===== src/rtl/ka_partial_gen_12bit_if.sv =====
// Operand/result bus for the Karatsuba partial-product generator.
//
// Handshake rule, used on both channels: a transfer happens on a rising
// clock edge where valid and ready are both 1. A producer raising valid keeps
// valid and its payload stable until that edge. Ready may rise or fall in any
// cycle, and ready never depends combinationally on valid.
//   Input channel : in_valid / in_ready carry the operand pair a, b.
//   Output channel: out_valid / out_ready carry the partial products p_lo, p_mid, p_hi.
interface ka_partial_gen_12bit_if #(
  parameter int n = 12
);
  logic         in_valid;
  logic         in_ready;
  logic [n-1:0] a;
  logic [n-1:0] b;
  logic         out_valid;
  logic         out_ready;
  logic [n-2:0] p_lo;
  logic [n-2:0] p_mid;
  logic [n-2:0] p_hi;

  // Upstream/downstream environment side.
  modport master (
    output in_valid, a, b, out_ready,
    input  in_ready, out_valid, p_lo, p_mid, p_hi
  );

  // Partial-product generator side.
  modport slave (
    input  in_valid, a, b, out_ready,
    output in_ready, out_valid, p_lo, p_mid, p_hi
  );
endinterface


===== src/rtl/ka_partial_gen_12bit.sv =====
// One-level Karatsuba partial-product generator over GF(2).
// A single h x h carry-less multiplier is reused over three cycles to build
// aL*bL, aH*bH and the middle term. The XOR of p_lo, p_mid<<h and p_hi<<2h
// gives the full carry-less product a*b.
module ka_partial_gen_12bit #(
  parameter int n = 12
) (
  input  logic                     clk,
  input  logic                     rst,
  ka_partial_gen_12bit_if.slave    bus,
  output logic [2:0]               state_dbg
);
  localparam int h = n / 2;

  typedef enum logic [2:0] {
    IDLE    = 3'd0,
    MUL_LO  = 3'd1,
    MUL_HI  = 3'd2,
    MUL_MID = 3'd3,
    DONE    = 3'd4
  } state_t;

  state_t       state_q, state_d;
  logic [n-1:0] a_q, a_d;
  logic [n-1:0] b_q, b_d;
  logic [n-2:0] p_lo_q, p_lo_d;
  logic [n-2:0] p_mid_q, p_mid_d;
  logic [n-2:0] p_hi_q, p_hi_d;

  logic [h-1:0] mul_x;
  logic [h-1:0] mul_y;
  logic [n-2:0] mul_p;

  // Carry-less h x h product: XOR-accumulate shifted copies of x.
  function automatic logic [n-2:0] clmul(input logic [h-1:0] x, input logic [h-1:0] y);
    logic [n-2:0] acc;
    logic [n-2:0] xe;
    acc = '0;
    xe  = {{(h-1){1'b0}}, x};
    for (int i = 0; i < h; i++) begin
      if (y[i]) acc = acc ^ (xe << i);
    end
    return acc;
  endfunction

  // Operand select for the single shared multiplier, steered by the state.
  always_comb begin
    mul_x = '0;
    mul_y = '0;
    case (state_q)
      MUL_LO: begin
        mul_x = a_q[h-1:0];
        mul_y = b_q[h-1:0];
      end
      MUL_HI: begin
        mul_x = a_q[n-1:h];
        mul_y = b_q[n-1:h];
      end
      MUL_MID: begin
        mul_x = a_q[h-1:0] ^ a_q[n-1:h];
        mul_y = b_q[h-1:0] ^ b_q[n-1:h];
      end
      default: begin
        mul_x = '0;
        mul_y = '0;
      end
    endcase
    mul_p = clmul(mul_x, mul_y);
  end

  // Next-state and datapath update; results hold their value outside the compute states.
  always_comb begin
    state_d = state_q;
    a_d     = a_q;
    b_d     = b_q;
    p_lo_d  = p_lo_q;
    p_mid_d = p_mid_q;
    p_hi_d  = p_hi_q;
    case (state_q)
      IDLE: begin
        if (bus.in_valid) begin
          a_d     = bus.a;
          b_d     = bus.b;
          state_d = MUL_LO;
        end
      end
      MUL_LO: begin
        p_lo_d  = mul_p;
        state_d = MUL_HI;
      end
      MUL_HI: begin
        p_hi_d  = mul_p;
        state_d = MUL_MID;
      end
      MUL_MID: begin
        // p_lo and p_hi are already registered, so the middle term folds them out here.
        p_mid_d = mul_p ^ p_lo_q ^ p_hi_q;
        state_d = DONE;
      end
      DONE: begin
        if (bus.out_ready) state_d = IDLE;
      end
      default: state_d = IDLE;
    endcase
  end

  // State and datapath registers; reset wins over any handshake in the same cycle.
  always_ff @(posedge clk) begin
    if (rst) begin
      state_q <= IDLE;
      a_q     <= '0;
      b_q     <= '0;
      p_lo_q  <= '0;
      p_mid_q <= '0;
      p_hi_q  <= '0;
    end else begin
      state_q <= state_d;
      a_q     <= a_d;
      b_q     <= b_d;
      p_lo_q  <= p_lo_d;
      p_mid_q <= p_mid_d;
      p_hi_q  <= p_hi_d;
    end
  end

  // in_ready is a pure decode of the state (masked by reset).
  // out_valid is a decode of the registered state, so it has no path from out_ready.
  assign bus.in_ready  = (state_q == IDLE) && !rst;
  assign bus.out_valid = (state_q == DONE);
  assign bus.p_lo      = p_lo_q;
  assign bus.p_mid     = p_mid_q;
  assign bus.p_hi      = p_hi_q;
  assign state_dbg     = state_q;
endmodule


===== src/flat_wrapper.sv =====
// flat-port wrapper written by rule: the top's interface ports become plain ports
module ka_partial_gen_12bit_flat 
#(
  parameter int n = 12
)
  (clk, rst, state_dbg, bus_in_valid, bus_a, bus_b, bus_out_ready, bus_in_ready, bus_out_valid, bus_p_lo, bus_p_mid, bus_p_hi);
  ka_partial_gen_12bit_if #(.n(n)) bus_i ();
  input  logic clk;
  input  logic rst;
  output logic [2:0] state_dbg;
  input wire logic [$bits(bus_i.in_valid)-1:0] bus_in_valid;
  input wire logic [$bits(bus_i.a)-1:0] bus_a;
  input wire logic [$bits(bus_i.b)-1:0] bus_b;
  input wire logic [$bits(bus_i.out_ready)-1:0] bus_out_ready;
  output wire logic [$bits(bus_i.in_ready)-1:0] bus_in_ready;
  output wire logic [$bits(bus_i.out_valid)-1:0] bus_out_valid;
  output wire logic [$bits(bus_i.p_lo)-1:0] bus_p_lo;
  output wire logic [$bits(bus_i.p_mid)-1:0] bus_p_mid;
  output wire logic [$bits(bus_i.p_hi)-1:0] bus_p_hi;
  assign bus_i.in_valid = bus_in_valid;
  assign bus_i.a = bus_a;
  assign bus_i.b = bus_b;
  assign bus_i.out_ready = bus_out_ready;
  assign bus_in_ready = bus_i.in_ready;
  assign bus_out_valid = bus_i.out_valid;
  assign bus_p_lo = bus_i.p_lo;
  assign bus_p_mid = bus_i.p_mid;
  assign bus_p_hi = bus_i.p_hi;
  ka_partial_gen_12bit #(.n(n)) u_core (.clk(clk), .rst(rst), .bus(bus_i), .state_dbg(state_dbg));
endmodule

===== config.mk =====
export PLATFORM = sky130hd
export DESIGN_NAME = ka_partial_gen_12bit_flat
export DESIGN_NICKNAME = d
export VERILOG_FILES = /design/src/rtl/ka_partial_gen_12bit_if.sv /design/src/rtl/ka_partial_gen_12bit.sv /design/src/flat_wrapper.sv
export SDC_FILE = /design/constraint.sdc
export NUM_CORES = 1
export LEC_CHECK = 0
export ABC_AREA = 0
export CAP_MARGIN = 20
export CORE_MARGIN = 2
export CORE_UTILIZATION = 55
export CTS_BUF_LIST = sky130_fd_sc_hd__clkbuf_16
export CTS_CLUSTER_SIZE = 14
export DETAILED_ROUTE_END_ITERATION = 7
export MAX_ROUTING_LAYER = met4
export PLACE_DENSITY = 0.86
export SYNTH_ARGS = -nofsm -noshare
export SYNTH_HDL_FRONTEND = slang
export SYNTH_SLANG_ARGS = --single-unit

===== constraint.sdc =====
create_clock -name clk -period 5.3 [get_ports clk]
set_clock_uncertainty 0.1 [all_clocks]
set_input_delay 0.53 -clock clk [delete_from_list [all_inputs] [get_ports clk]]
set_output_delay 0.53 -clock clk [all_outputs]
set_load 0.05 [all_outputs]

==> flow_metrics.env <==
export IMPL_status="completed"
export IMPL_cts_tree="built"
export IMPL_cp_end_kind="register"
export IMPL_ys_seq_area_frac=0.384
export IMPL_cp_slowest_cell="dfxtp_1"
export IMPL_p_leak_uw=0.00143
export IMPL_path_buf_inv=0
export IMPL_drtPass1Iterations=4
export IMPL_drt_total_wl_um=7190
export IMPL_final_period_utilization=0.559
export IMPL_fin_setup_tns_ns=0
export IMPL_area_delta_synth_final_pct=30.0
export IMPL_start_util=0.569
export IMPL_powerDensity_nw_per_um2=326
export IMPL_crit_type="reg2reg"
export IMPL_timing_rr_start="u_core.state_dbg[1]"
export IMPL_ys_ff_latch=60
export IMPL_path_delay_family="XOR/XNOR gates"
export IMPL_rr_worst_depth=7
export IMPL_core_area_um2=5510
export IMPL_root_buffer="clkbuf_16"
export IMPL_clkSinkCount=60
export IMPL_synth_cell_types=30
export IMPL_worstSetupStartpoint="u_core.state_dbg[1]"
export IMPL_hp_class="reg2reg"
export IMPL_final_setup_viol_count=0
export IMPL_synth_area_top_cells="dfxtp_1 (38%), nand2_1 (11%), a21oi_1 (6.7%)"
export IMPL_die_h_um=79.4
export IMPL_io_buffers=65
export IMPL_hold_viol_final=0
export IMPL_cp_endpoint="u_core.bus.p_mid[6]"
export IMPL_antenna_found_initial=0
export IMPL_syn_area_um2=3130
export IMPL_dp_cells=486
export IMPL_ios=66
export IMPL_reg2reg_to="u_core.bus.p_mid[6]"
export IMPL_crit_cells=7
export IMPL_crit_path_max_incr_delay_ns=0.94
export IMPL_cts_resized=0
export IMPL_drt_initial_drc_count=186
export IMPL_cp_cell_sequence="nand2_1 -> xnor2_2 -> or3_1 -> xnor3_2 -> xnor3_1 -> nand2_1 -> a21oi_2"
export IMPL_yosysTopAreaCell="dfxtp_1"
export IMPL_grt_usage=0.257
export IMPL_finalNonFillerCells=501
export IMPL_timing_fmax_mhz=337
export IMPL_post_cts_buffers=0
export IMPL_r2r_slack_ns=2.34
export IMPL_syn_inst=372
export IMPL_worst_pin_slew_ns=1.12
export IMPL_grt_setup_unrepaired="false"
export IMPL_clkLatencyLatePin_ns=0.33
export IMPL_syn_nets=400
export IMPL_worst_ep_arrival_time_ns=3.03
export IMPL_dieArea_um2=6310
export IMPL_report_final_slew_viol_count=0
export IMPL_maxCapViolCount=0
export IMPL_cp_data_required_time_ns=5.37
export IMPL_ys_warn_count=0
export IMPL_diodes=0
export IMPL_clk_path_buf_depth=2
export IMPL_ir_drop_mv=0.225
export IMPL_via_count=2710
export IMPL_cts_hold_buf=0
export IMPL_layout_nets=453
export IMPL_drt_antenna_violating_nets=0
export IMPL_grt_overflow=0
export IMPL_syn_avg_cell_area_um2=8.42
export IMPL_grt_max_degree=62
export IMPL_fill_cells=412
export IMPL_place_gp_congestion=0.878
export IMPL_cp_common_cell="nand2_1"
export IMPL_vias_per_cell=5.41
export IMPL_clk_pin_slew_worst_paths_ns=0.05
export IMPL_drc=0
export IMPL_relSlewSlack=0.254
export IMPL_grt_pass1_wl_um=12200
export IMPL_crit_path_max_fanout=25
export IMPL_grt_pass1_vias=2659
export IMPL_drive_gt1_frac=0.107
export IMPL_wl_per_cell_um=14.4
export IMPL_numCtsBuffers=9
export IMPL_die_w_um=79.4
export IMPL_p_total_uw=1330
export IMPL_synthDominantCellAreaShare=0.384
export IMPL_rows=27
export IMPL_timing_final_crit_period_ns=2.96
export IMPL_cp_start_kind="register"
export IMPL_dp_hpwl_um=4870
export IMPL_htreeDepth=3
==> per-stage QoR <==
stage | hold slack, ns | utilization | worst slack, ns | area (um2)
floorplan | 0.337 | - | 1.91 | 3130
global route | 0.371 | 0.739 | 2.15 | 4070
detailed placement | 0.346 | 0.684 | 2.37 | 3760
global placement | 0.343 | 0.684 | 2.43 | 3760
finish | 0.354 | 0.739 | 2.34 | 4070
CTS | 0.356 | 0.739 | 2.35 | 4070
==> layer usage <==
layer | routed length (um) | global-route usage
met5 | 0 | -
met3 | 438 | 0.0713
met4 | 178 | 0.121
met2 | 3710 | 0.424
met1 | 2870 | 0.289
==> cell families after synthesis <==
kind of cell | count (synthesis) | synth area share
compound gates | 56 | 0.103
flops | 60 | 0.384
buf+inv | 25 | 0.0388
simple gates | 178 | 0.257
xor+xnor | 53 | 0.218
==> worst min path at each step <==
stage | from | to | slack (ns) | depth (start not counted)
6_report | u_core.bus.p_mid[0] | u_core.bus.p_mid[0] | 0.35 | 2
5_1_grt | u_core.bus.p_mid[10] | u_core.bus.p_mid[10] | 0.37 | 2
4_1_cts | u_core.bus.p_mid[4] | u_core.bus.p_mid[4] | 0.36 | 2
3_5_place_dp | u_core.bus.p_mid[10] | u_core.bus.p_mid[10] | 0.35 | 2
3_3_place_gp | u_core.bus.p_mid[8] | u_core.bus.p_mid[8] | 0.34 | 2
2_1_floorplan | u_core.a_q[0] | u_core.a_q[0] | 0.34 | 2
==> cell usage after synthesis, drive strengths merged <==
library cell	number
xnor2	35
xnor3	7
a21oi	43
nand2	101
nor4b	1
and2	1
or3	8
buf	9
xor3	2
a211oi	13
nor4	2
xor2	9
nor3b	2
dfxtp	60
and3b	1
nand2b	1
or3b	1
nor3	31
nand3b	2
clkbuf	16
nor2	27
==> sequential cells by signal, indices dropped and copies added (netlist names) <==
signal and cells:
u_core.a_q 12, u_core.b_q 12, u_core.bus.p_hi 11, u_core.bus.p_lo 11, u_core.bus.p_mid 11, u_core.state_dbg 3
==> worst register-to-register path, stage by stage, from the launching register on <==
cell,delay (ns)
dfxtp_1,0.94
nand2_1,0.22
xnor2_2,0.23
or3_1,0.36
xnor3_2,0.42
xnor3_1,0.39
nand2_1,0.09
a21oi_2,0.06
==> power breakdown <==
| part | leakage [uW] | switching (uW) | internal, uW |
|---|---|---|---|
| Sequential | 0.000489 | 31.1 | 480 |
| Combinational | 0.000791 | 136 | 85.6 |
| Clock | 0.000155 | 192 | 404 |
==> layout make-up <==
cell class	count	area (um2)	share of cell area
Tap cell	72	90.1	0.0221
Clock inverter	6	80.1	0.0197
Multi-Input combinational cell	287	1810	0.445
Timing Repair Buffer	67	661	0.162
Sequential cell	60	1200	0.295
Clock buffer	9	225	0.0553
==> layout by cell type, fill, tap and decap left out, types with 2 or more instances in the layout <==
cell,synthesis,layout
xnor2_1,23,23
nand2_1,95,95
dfxtp_1,60,60
a211oi_1,12,12
buf_4,2,2
nor3_2,3,3
clkbuf_16,0,9
clkdlybuf4s50_1,0,64
xnor3_1,5,5
xor3_1,2,2
a21oi_1,42,42
or3_1,8,8
nor4_1,2,2
nor2_1,27,27
xor2_1,9,9
bufinv_16,0,2
xnor2_2,12,12
xnor3_2,2,2
nor3_1,28,28
nand2_2,6,6
nand3b_1,2,2
clkinv_2,0,4
No activity file was read; power rests on OpenSTA's default activity.
